<file path="src/rtl/rename_map_if.sv">
// -----------------------------------------------------------------------------
// rename_map_if
//
// Groups the signals between decode/retire logic and the register-rename stage.
//
//   master : drives decoded instructions, the dispatch-side ready, commits and
//            flush; observes in_ready and the renamed output.
//   slave  : the rename stage (rename_map).
//
// Signal summary:
//   in_valid / in_ready      decoded instruction handshake
//   map_en, regwrite         decode controls for lane A
//   rs1, rs2, rd             architectural register fields
//   out_valid / out_ready    renamed-instruction handshake toward dispatch
//   prs1, prs2, prd, old_prd physical tags of the renamed instruction
//   commit_*                 one retiring instruction per cycle
//   flush                    squash every speculative rename
// -----------------------------------------------------------------------------
interface rename_map_if #(
  parameter int PREG_W = 6,
  parameter int AREG_W = 5
);
  logic              in_valid;
  logic              in_ready;
  logic              map_en;
  logic              regwrite;
  logic [AREG_W-1:0] rs1;
  logic [AREG_W-1:0] rs2;
  logic [AREG_W-1:0] rd;

  logic              out_valid;
  logic              out_ready;
  logic [PREG_W-1:0] prs1;
  logic [PREG_W-1:0] prs2;
  logic [PREG_W-1:0] prd;
  logic [PREG_W-1:0] old_prd;

  logic              commit_valid;
  logic [AREG_W-1:0] commit_rd;
  logic [PREG_W-1:0] commit_prd;
  logic [PREG_W-1:0] commit_old_prd;

  logic              flush;

  modport master (
    output in_valid, map_en, regwrite, rs1, rs2, rd,
    output out_ready,
    output commit_valid, commit_rd, commit_prd, commit_old_prd,
    output flush,
    input  in_ready, out_valid, prs1, prs2, prd, old_prd
  );

  modport slave (
    input  in_valid, map_en, regwrite, rs1, rs2, rd,
    input  out_ready,
    input  commit_valid, commit_rd, commit_prd, commit_old_prd,
    input  flush,
    output in_ready, out_valid, prs1, prs2, prd, old_prd
  );
endinterface

</file>
<file path="src/rtl/rename_map.sv">
// -----------------------------------------------------------------------------
// rename_map
//
// Register-rename stage for lane A. Translates architectural source registers
// into physical tags through a speculative map, allocates a fresh physical
// destination from a bit-vector free list, and keeps a committed map plus a
// committed free vector so a flush can restore the last retired state.
// One rename per cycle, result registered toward dispatch (latency 1).
//
// Ports:
//   clk    clock
//   rst_n  asynchronous active-low reset
//   rn     rename_map_if.slave -- decode input, dispatch output, commit, flush
//
// Physical register p0 is permanently bound to x0: it is never allocated,
// never freed and never written into either map.
// -----------------------------------------------------------------------------
module rename_map #(
  parameter int ARCH_REGS = 32,
  parameter int PHYS_REGS = 64,
  parameter int PREG_W    = 6
) (
  input  logic        clk,
  input  logic        rst_n,
  rename_map_if.slave rn
);

  localparam int AREG_W = $clog2(ARCH_REGS);

  // Tags ARCH_REGS..PHYS_REGS-1 start free; the lower tags hold the identity map.
  localparam logic [PHYS_REGS-1:0] FREE_INIT =
    {{(PHYS_REGS-ARCH_REGS){1'b1}}, {ARCH_REGS{1'b0}}};

  // ---------------------------------------------------------------------------
  // State
  // ---------------------------------------------------------------------------
  logic [PREG_W-1:0]    spec_map [ARCH_REGS];
  logic [PREG_W-1:0]    arch_map [ARCH_REGS];
  logic [PHYS_REGS-1:0] free_vec;
  logic [PHYS_REGS-1:0] arch_free_vec;

  logic                 out_valid_q;
  logic [PREG_W-1:0]    prs1_q;
  logic [PREG_W-1:0]    prs2_q;
  logic [PREG_W-1:0]    prd_q;
  logic [PREG_W-1:0]    old_prd_q;

  // ---------------------------------------------------------------------------
  // Combinational decisions
  // ---------------------------------------------------------------------------
  logic                 need_alloc;
  logic                 fire;
  logic                 alloc_fire;
  logic                 commit_ok;
  logic                 commit_frees;
  logic [PREG_W-1:0]    alloc_tag;
  logic [PREG_W-1:0]    src1_tag;
  logic [PREG_W-1:0]    src2_tag;
  logic [PREG_W-1:0]    dst_old_tag;
  logic [PHYS_REGS-1:0] arch_free_nxt;
  logic [PHYS_REGS-1:0] free_nxt;

  assign need_alloc = rn.map_en & rn.regwrite & (rn.rd != '0);

  // A tag is only handed out while one is actually free; instructions that do
  // not allocate are never blocked by an empty free list.
  assign rn.in_ready = ~rn.flush
                     & (~out_valid_q | rn.out_ready)
                     & (~need_alloc | (|free_vec));

  assign fire       = rn.in_valid & rn.in_ready;
  assign alloc_fire = fire & need_alloc;

  // Commits naming x0 or p0 carry no mapping and are dropped entirely; an
  // old mapping of p0 has nothing to return to the free list.
  assign commit_ok    = rn.commit_valid & (rn.commit_rd != '0) & (rn.commit_prd != '0);
  assign commit_frees = commit_ok & (rn.commit_old_prd != '0);

  // Lowest-index free tag. Scanning from the top down lets the last hit, the
  // lowest index, win. Bit 0 is never free, so it is skipped.
  always_comb begin
    // NOTE: every always_comb output gets a default before any condition so
    // that no path leaves it unassigned and no latch is inferred.
    alloc_tag = '0;
    for (int i = PHYS_REGS - 1; i >= 1; i--) begin
      if (free_vec[i]) alloc_tag = PREG_W'(i);
    end
  end

  // Sources are looked up in the map as it stood before this cycle's rd update.
  assign src1_tag    = (rn.map_en && rn.rs1 != '0) ? spec_map[rn.rs1] : '0;
  assign src2_tag    = (rn.map_en && rn.rs2 != '0) ? spec_map[rn.rs2] : '0;
  assign dst_old_tag = need_alloc ? spec_map[rn.rd] : '0;

  // Committed free vector after this cycle's retirement; a flush in the same
  // cycle restores from this value so the retiring instruction is honoured.
  always_comb begin
    arch_free_nxt = arch_free_vec;
    if (commit_ok)    arch_free_nxt[rn.commit_prd]     = 1'b0;
    if (commit_frees) arch_free_nxt[rn.commit_old_prd] = 1'b1;
    arch_free_nxt[0] = 1'b0;
  end

  // Speculative free vector. The allocator above already used the pre-edge
  // value, so a tag released by a commit becomes allocatable next cycle.
  always_comb begin
    free_nxt = free_vec;
    if (alloc_fire)   free_nxt[alloc_tag]         = 1'b0;
    if (commit_frees) free_nxt[rn.commit_old_prd] = 1'b1;
    if (rn.flush)     free_nxt                    = arch_free_nxt;
    free_nxt[0] = 1'b0;
  end

  // ---------------------------------------------------------------------------
  // Free vectors
  // ---------------------------------------------------------------------------
  always_ff @(posedge clk or negedge rst_n) begin
    if (!rst_n) begin
      // NOTE: sequential state is written with non-blocking assignments only,
      // so every flop samples the pre-edge values of its neighbours.
      free_vec      <= FREE_INIT;
      arch_free_vec <= FREE_INIT;
    end else begin
      free_vec      <= free_nxt;
      arch_free_vec <= arch_free_nxt;
    end
  end

  // ---------------------------------------------------------------------------
  // Committed map
  // ---------------------------------------------------------------------------
  always_ff @(posedge clk or negedge rst_n) begin
    if (!rst_n) begin
      // NOTE: these arrays are reset on purpose: the identity mapping xi -> pi
      // is architectural state that must hold from the first instruction, so
      // they cannot be left to power up as RAM contents.
      for (int i = 0; i < ARCH_REGS; i++) arch_map[i] <= PREG_W'(i);
    end else if (commit_ok) begin
      arch_map[rn.commit_rd] <= rn.commit_prd;
    end
  end

  // ---------------------------------------------------------------------------
  // Speculative map
  // ---------------------------------------------------------------------------
  always_ff @(posedge clk or negedge rst_n) begin
    if (!rst_n) begin
      for (int i = 0; i < ARCH_REGS; i++) spec_map[i] <= PREG_W'(i);
    end else if (rn.flush) begin
      // Restore to the committed map including a commit in this same cycle.
      for (int i = 0; i < ARCH_REGS; i++) begin
        spec_map[i] <= (commit_ok && rn.commit_rd == AREG_W'(i)) ? rn.commit_prd
                                                                 : arch_map[i];
      end
    end else if (alloc_fire) begin
      spec_map[rn.rd] <= alloc_tag;
    end
  end

  // ---------------------------------------------------------------------------
  // Output register toward dispatch
  // ---------------------------------------------------------------------------
  always_ff @(posedge clk or negedge rst_n) begin
    if (!rst_n) begin
      out_valid_q <= 1'b0;
      prs1_q      <= '0;
      prs2_q      <= '0;
      prd_q       <= '0;
      old_prd_q   <= '0;
    end else if (rn.flush) begin
      out_valid_q <= 1'b0;
    end else if (fire) begin
      out_valid_q <= 1'b1;
      prs1_q      <= src1_tag;
      prs2_q      <= src2_tag;
      prd_q       <= need_alloc ? alloc_tag : '0;
      old_prd_q   <= dst_old_tag;
    end else if (rn.out_ready) begin
      // Transfer completed with nothing new behind it; payload is held as-is.
      out_valid_q <= 1'b0;
    end
  end

  assign rn.out_valid = out_valid_q;
  assign rn.prs1      = prs1_q;
  assign rn.prs2      = prs2_q;
  assign rn.prd       = prd_q;
  assign rn.old_prd   = old_prd_q;

endmodule

</file>
<file path="src/flat_wrapper.sv">
// flat-port wrapper written by rule: the top's interface ports become plain ports
module rename_map_flat 
#(
  parameter int ARCH_REGS = 32,
  parameter int PHYS_REGS = 64,
  parameter int PREG_W    = 6
)
  (clk, rst_n, rn_in_valid, rn_map_en, rn_regwrite, rn_rs1, rn_rs2, rn_rd, rn_out_ready, rn_commit_valid, rn_commit_rd, rn_commit_prd, rn_commit_old_prd, rn_flush, rn_in_ready, rn_out_valid, rn_prs1, rn_prs2, rn_prd, rn_old_prd);
  rename_map_if #(.PREG_W(PREG_W), .AREG_W(5)) rn_i ();
  input  logic clk;
  input  logic rst_n;
  input wire logic [$bits(rn_i.in_valid)-1:0] rn_in_valid;
  input wire logic [$bits(rn_i.map_en)-1:0] rn_map_en;
  input wire logic [$bits(rn_i.regwrite)-1:0] rn_regwrite;
  input wire logic [$bits(rn_i.rs1)-1:0] rn_rs1;
  input wire logic [$bits(rn_i.rs2)-1:0] rn_rs2;
  input wire logic [$bits(rn_i.rd)-1:0] rn_rd;
  input wire logic [$bits(rn_i.out_ready)-1:0] rn_out_ready;
  input wire logic [$bits(rn_i.commit_valid)-1:0] rn_commit_valid;
  input wire logic [$bits(rn_i.commit_rd)-1:0] rn_commit_rd;
  input wire logic [$bits(rn_i.commit_prd)-1:0] rn_commit_prd;
  input wire logic [$bits(rn_i.commit_old_prd)-1:0] rn_commit_old_prd;
  input wire logic [$bits(rn_i.flush)-1:0] rn_flush;
  output wire logic [$bits(rn_i.in_ready)-1:0] rn_in_ready;
  output wire logic [$bits(rn_i.out_valid)-1:0] rn_out_valid;
  output wire logic [$bits(rn_i.prs1)-1:0] rn_prs1;
  output wire logic [$bits(rn_i.prs2)-1:0] rn_prs2;
  output wire logic [$bits(rn_i.prd)-1:0] rn_prd;
  output wire logic [$bits(rn_i.old_prd)-1:0] rn_old_prd;
  assign rn_i.in_valid = rn_in_valid;
  assign rn_i.map_en = rn_map_en;
  assign rn_i.regwrite = rn_regwrite;
  assign rn_i.rs1 = rn_rs1;
  assign rn_i.rs2 = rn_rs2;
  assign rn_i.rd = rn_rd;
  assign rn_i.out_ready = rn_out_ready;
  assign rn_i.commit_valid = rn_commit_valid;
  assign rn_i.commit_rd = rn_commit_rd;
  assign rn_i.commit_prd = rn_commit_prd;
  assign rn_i.commit_old_prd = rn_commit_old_prd;
  assign rn_i.flush = rn_flush;
  assign rn_in_ready = rn_i.in_ready;
  assign rn_out_valid = rn_i.out_valid;
  assign rn_prs1 = rn_i.prs1;
  assign rn_prs2 = rn_i.prs2;
  assign rn_prd = rn_i.prd;
  assign rn_old_prd = rn_i.old_prd;
  rename_map #(.ARCH_REGS(ARCH_REGS), .PHYS_REGS(PHYS_REGS), .PREG_W(PREG_W)) u_core (.clk(clk), .rst_n(rst_n), .rn(rn_i));
endmodule
</file>
<file path="config.mk">
export PLATFORM = sky130hd
export DESIGN_NAME = rename_map_flat
export DESIGN_NICKNAME = d
export VERILOG_FILES = /design/src/rtl/rename_map_if.sv /design/src/rtl/rename_map.sv /design/src/flat_wrapper.sv
export SDC_FILE = /design/constraint.sdc
export NUM_CORES = 1
export LEC_CHECK = 0
export BUFFER_PORTS_ARGS = -buffer_cell sky130_fd_sc_hd__buf_2
export CAP_MARGIN = 10
export CELL_PAD_IN_SITES_DETAIL_PLACEMENT = 1
export CELL_PAD_IN_SITES_GLOBAL_PLACEMENT = 2
export CORE_ASPECT_RATIO = 0.5
export CORE_UTILIZATION = 37
export CTS_CLUSTER_DIAMETER = 60
export CTS_CLUSTER_SIZE = 25
export DETAILED_ROUTE_END_ITERATION = 8
export PLACE_DENSITY_LB_ADDON = 0.1
export SETUP_SLACK_MARGIN = 0.02
export SLEW_MARGIN = 25
export SYNTH_ARGS = -nofsm -noshare
export SYNTH_HDL_FRONTEND = slang
export SYNTH_SLANG_ARGS = --single-unit
</file>
<file path="constraint.sdc">
create_clock -name clk -period 10.6 [get_ports clk]
set_clock_uncertainty 0.2 [all_clocks]
set_input_delay 2.65 -clock clk [delete_from_list [all_inputs] [get_ports clk]]
set_output_delay 2.65 -clock clk [all_outputs]
set_load 0.02 [all_outputs]
</file>
==> summary.md <==
| Metric | Value |
|---|---|
| Hold wc startpoint | `u_core.arch_map[189]$_DFFE_PN0P_` |
| Share of layout cells above drive strength 1 | `34.8%` |
| Initial antenna violation count | `7` |
| RSZ-0062 raised after global routing | `false` |
| Number of diodes | `0` |
| Top-count cell post-synth | `dfrtp_1` |
| CTS buffer count | `36` |
| Chip Width | `390 microns` |
| CTS Hold Bufs | `0` |
| Synth-to-layout area growth | `9.50%` |
| Dominant synthesized flop cell | `dfrtp_1` |
| Fmax | `between 100 and 150 MHz` |
| Core Area | `roughly 74000 sq um` |
| Async set-or-reset flop fraction in the synthesized netlist | `100%` |
| Yosys top cell area share | `between 20% and 30%` |
| DR iter-0 viols | `2149` |
| Post-Syn Area | `27800 sq um` |
| DR vias | `21500` |
| Total GRT Usage | `28.8%` |
| CTS Root Cell | `clkbuf_16` |
| WP data arrival | `4190 ps` |
| Worst vdd ir | `0.105 mV` |
| Reg2reg start | `u_core.free_vec[30]$_DFF_PN0_` |
| Syn avg cell area | `approximately 12 sq um` |
| Unique cell type count in the Yosys netlist | `70` |
| CTS sink count | `535` |
| Pre-CTS setup slack | `3350 ps` |
| Synth Register Bits | `between 500 and 600` |
| CTS H-tree lvls | `2` |
| PortBufs | `65` |
| Drt total wl | `109000 microns` |
| Post-DP HPWL | `71900 microns` |
| Post-synth EDFFs | `0` |
| CP Capture Type | `primary output` |
| Clock Path Buffers | `3` |
| Status | `complete, no violations` |
| Hold EP | `u_core.arch_map[189]$_DFFE_PN0P_` |
| Hold slack final | `180 ps` |
| Nets | `roughly 2400` |
| Clock Pin Slew Worst Setup and Hold Paths | `80 ps` |
| PwrDens | `~190 nW/um^2` |
| WHS Path Cells | `0` |
| Gate Count Post-Synth | `2348` |
| Routed length per instance | `roughly 32 microns` |
| DRC | `0` |
| Setup ws final | `3560 ps` |
| Leak | `between 10 and 15 nW` |
| Post-Syn Nets | `2388` |
| Synth warnings | `0` |
| Reg2reg end | `u_core.spec_map[62]$_DFFE_PN1P_` |
| Dominant cell type by area after synthesis | `dfrtp_1` |
| Crit Path Max Fanout | `9` |
| Postcts setup bufs | `0` |
| Area contributors post-synth | `dfrtp_1 28%, dfstp_2 21%, mux4_2 14%, mux2_2 7.8%, o21ai_0 4.6%` |
| Final Slew Violations | `0` |
| First-pass GRT wire length | `161000 microns` |
| Die Y | `196 microns` |
| Register-to-Register Setup Slack | `6090 ps` |
| Hold crit path type | `reg -> reg` |
| CTS tree | `done` |
| Final setup violating endpoints | `0` |
| Rel. slew slack | `23.3%` |
| Largest net degree at the start of global routing | `175` |
| # rows | `70` |
| Vias in the first global route | `21900` |
| I/O Pins | `66` |
| Post-synth top cells | `311 x dfrtp_1, 257 x o21ai_0, 224 x dfstp_2` |
| Post-CTS Resized | `0` |
| # Max-Cap Violations | `0` |
| Number of routed nets with antenna violations | `0` |
| DIE AREA | `76300 sq um` |
| Final Cycle Share | `~66%` |
| Worst Tran Pin Value | `1140 ps` |
| Sequential area share after synthesis | `49.2%` |
| Placer Congestion | `0.888` |
| Final Hold Fails | `0` |
| Remaining global-route overflow | `0` |
| Vias per std cell | `6.41` |
| DRT Pass-1 Iters | `6` |
| Crit Path Class | `in -> out` |
| Tmin final | `7040 ps` |
| Required @ worst endpoint | `7750 ps` |
| Clk Latency, worst-skew pair | `580 ps` |
| Initial core utilization | `37.7%` |
| Setup TNS | `0 ps` |
| Cells on worst reg2reg path | `9` |
| Pwr Total | `5.90 mW` |
| Startpoint Class | `input port` |
## state kept, by name, indices dropped and copies added (netlist names), 6 cells and up
signal                count
u_core.arch_free_vec     63
u_core.arch_map         192
u_core.free_vec          63
u_core.rn.old_prd         6
u_core.rn.prd             6
u_core.rn.prs1            6
u_core.rn.prs2            6
u_core.spec_map         192
## worst max path at each step
stage / startpoint / to / cells past startpoint
finish: rn_rd[4] / rn_in_ready / 6
global route: rn_rd[4] / rn_in_ready / 6
CTS: rn_rd[4] / rn_in_ready / 6
detailed placement: rn_commit_prd[2] / u_core.spec_map[100]$_DFFE_PN0P_ / 10
global placement: rn_rd[4] / rn_in_ready / 6
floorplan: rn_rd[4] / rn_in_ready / 3
## metrics by stage
stage | area, sq um | std cells | utilization (%)
after global routing | 30400 | 3349 | 41.3
final | 30400 | 3349 | 41.3
after detailed placement | 29100 | 3284 | 39.6
after CTS | 30400 | 3348 | 41.3
after floorplan | 27800 | 2348 | -
after global placement | 29100 | 3284 | 39.6
## cells in the final DEF (no fill, tap or decap), types with 10 or more instances in the layout
cell type / n
dfrtp_1: 311
o21ai_0: 257
dfstp_2: 224
nand2_1: 200
mux2_2: 193
mux4_2: 168
a22oi_1: 133
nor2_1: 111
buf_2: 59
a21oi_1: 44
buf_4: 44
o211ai_1: 43
clkbuf_16: 37
a221o_1: 34
nand3_1: 32
nor3_1: 28
inv_1: 26
o22ai_1: 24
nor4_1: 18
or2_2: 17
or3_1: 16
o311ai_0: 16
o221ai_1: 16
nand3b_1: 15
a31oi_1: 15
a31o_2: 15
mux2i_1: 15
nor2b_1: 13
a21o_1: 13
nand2b_1: 12
o31ai_1: 11
o22a_1: 11
a311oi_1: 10
a221oi_1: 10
## worst max-delay path, cell delays in order
cell	delay [ps]
buf_2	160
or3_1	410
o311a_1	370
a311oi_1	240
buf_4	190
buf_2	170
## final cells by class
class | count | area [sq um]
tap | 1008 | 1260
clock buffer | 38 | 940
sequential | 535 | 13700
multi-input combinational | 1607 | 13400
fill | 7722 | 43200
timing repair buffer | 108 | 722
inverter | 27 | 103
clock inverter | 26 | 327
## report_power, final
group / switching, mW / internal (mW)
combinational: 0.802 / 0.620
clock: 0.864 / 0.743
sequential: 0.335 / 2.54
## kinds of logic (layout without fill, tap and decap cells)
logic type | Yosys count | after routing | share of synthesized area (%)
buffers and inverters | 206 | 199 | 2.78
AOI/OAI and AO/OA | 704 | 704 | 16.9
and+or+nand+nor | 527 | 527 | 9.20
muxes | 376 | 376 | 22.0
DFF | 535 | 535 | 49.2
## routing by layer
layer | GRT usage [%] | up-vias | part of all wire, %
li1 | - | 9007 | -
met1 | 43.7 | 11600 | 47
met2 | 43.1 | 696 | 44
met3 | 4.07 | 119 | 5.9
met4 | 6.97 | 8 | 2.4
met5 | 0 | - | 0.045
(Power assumes the default switching activity.)
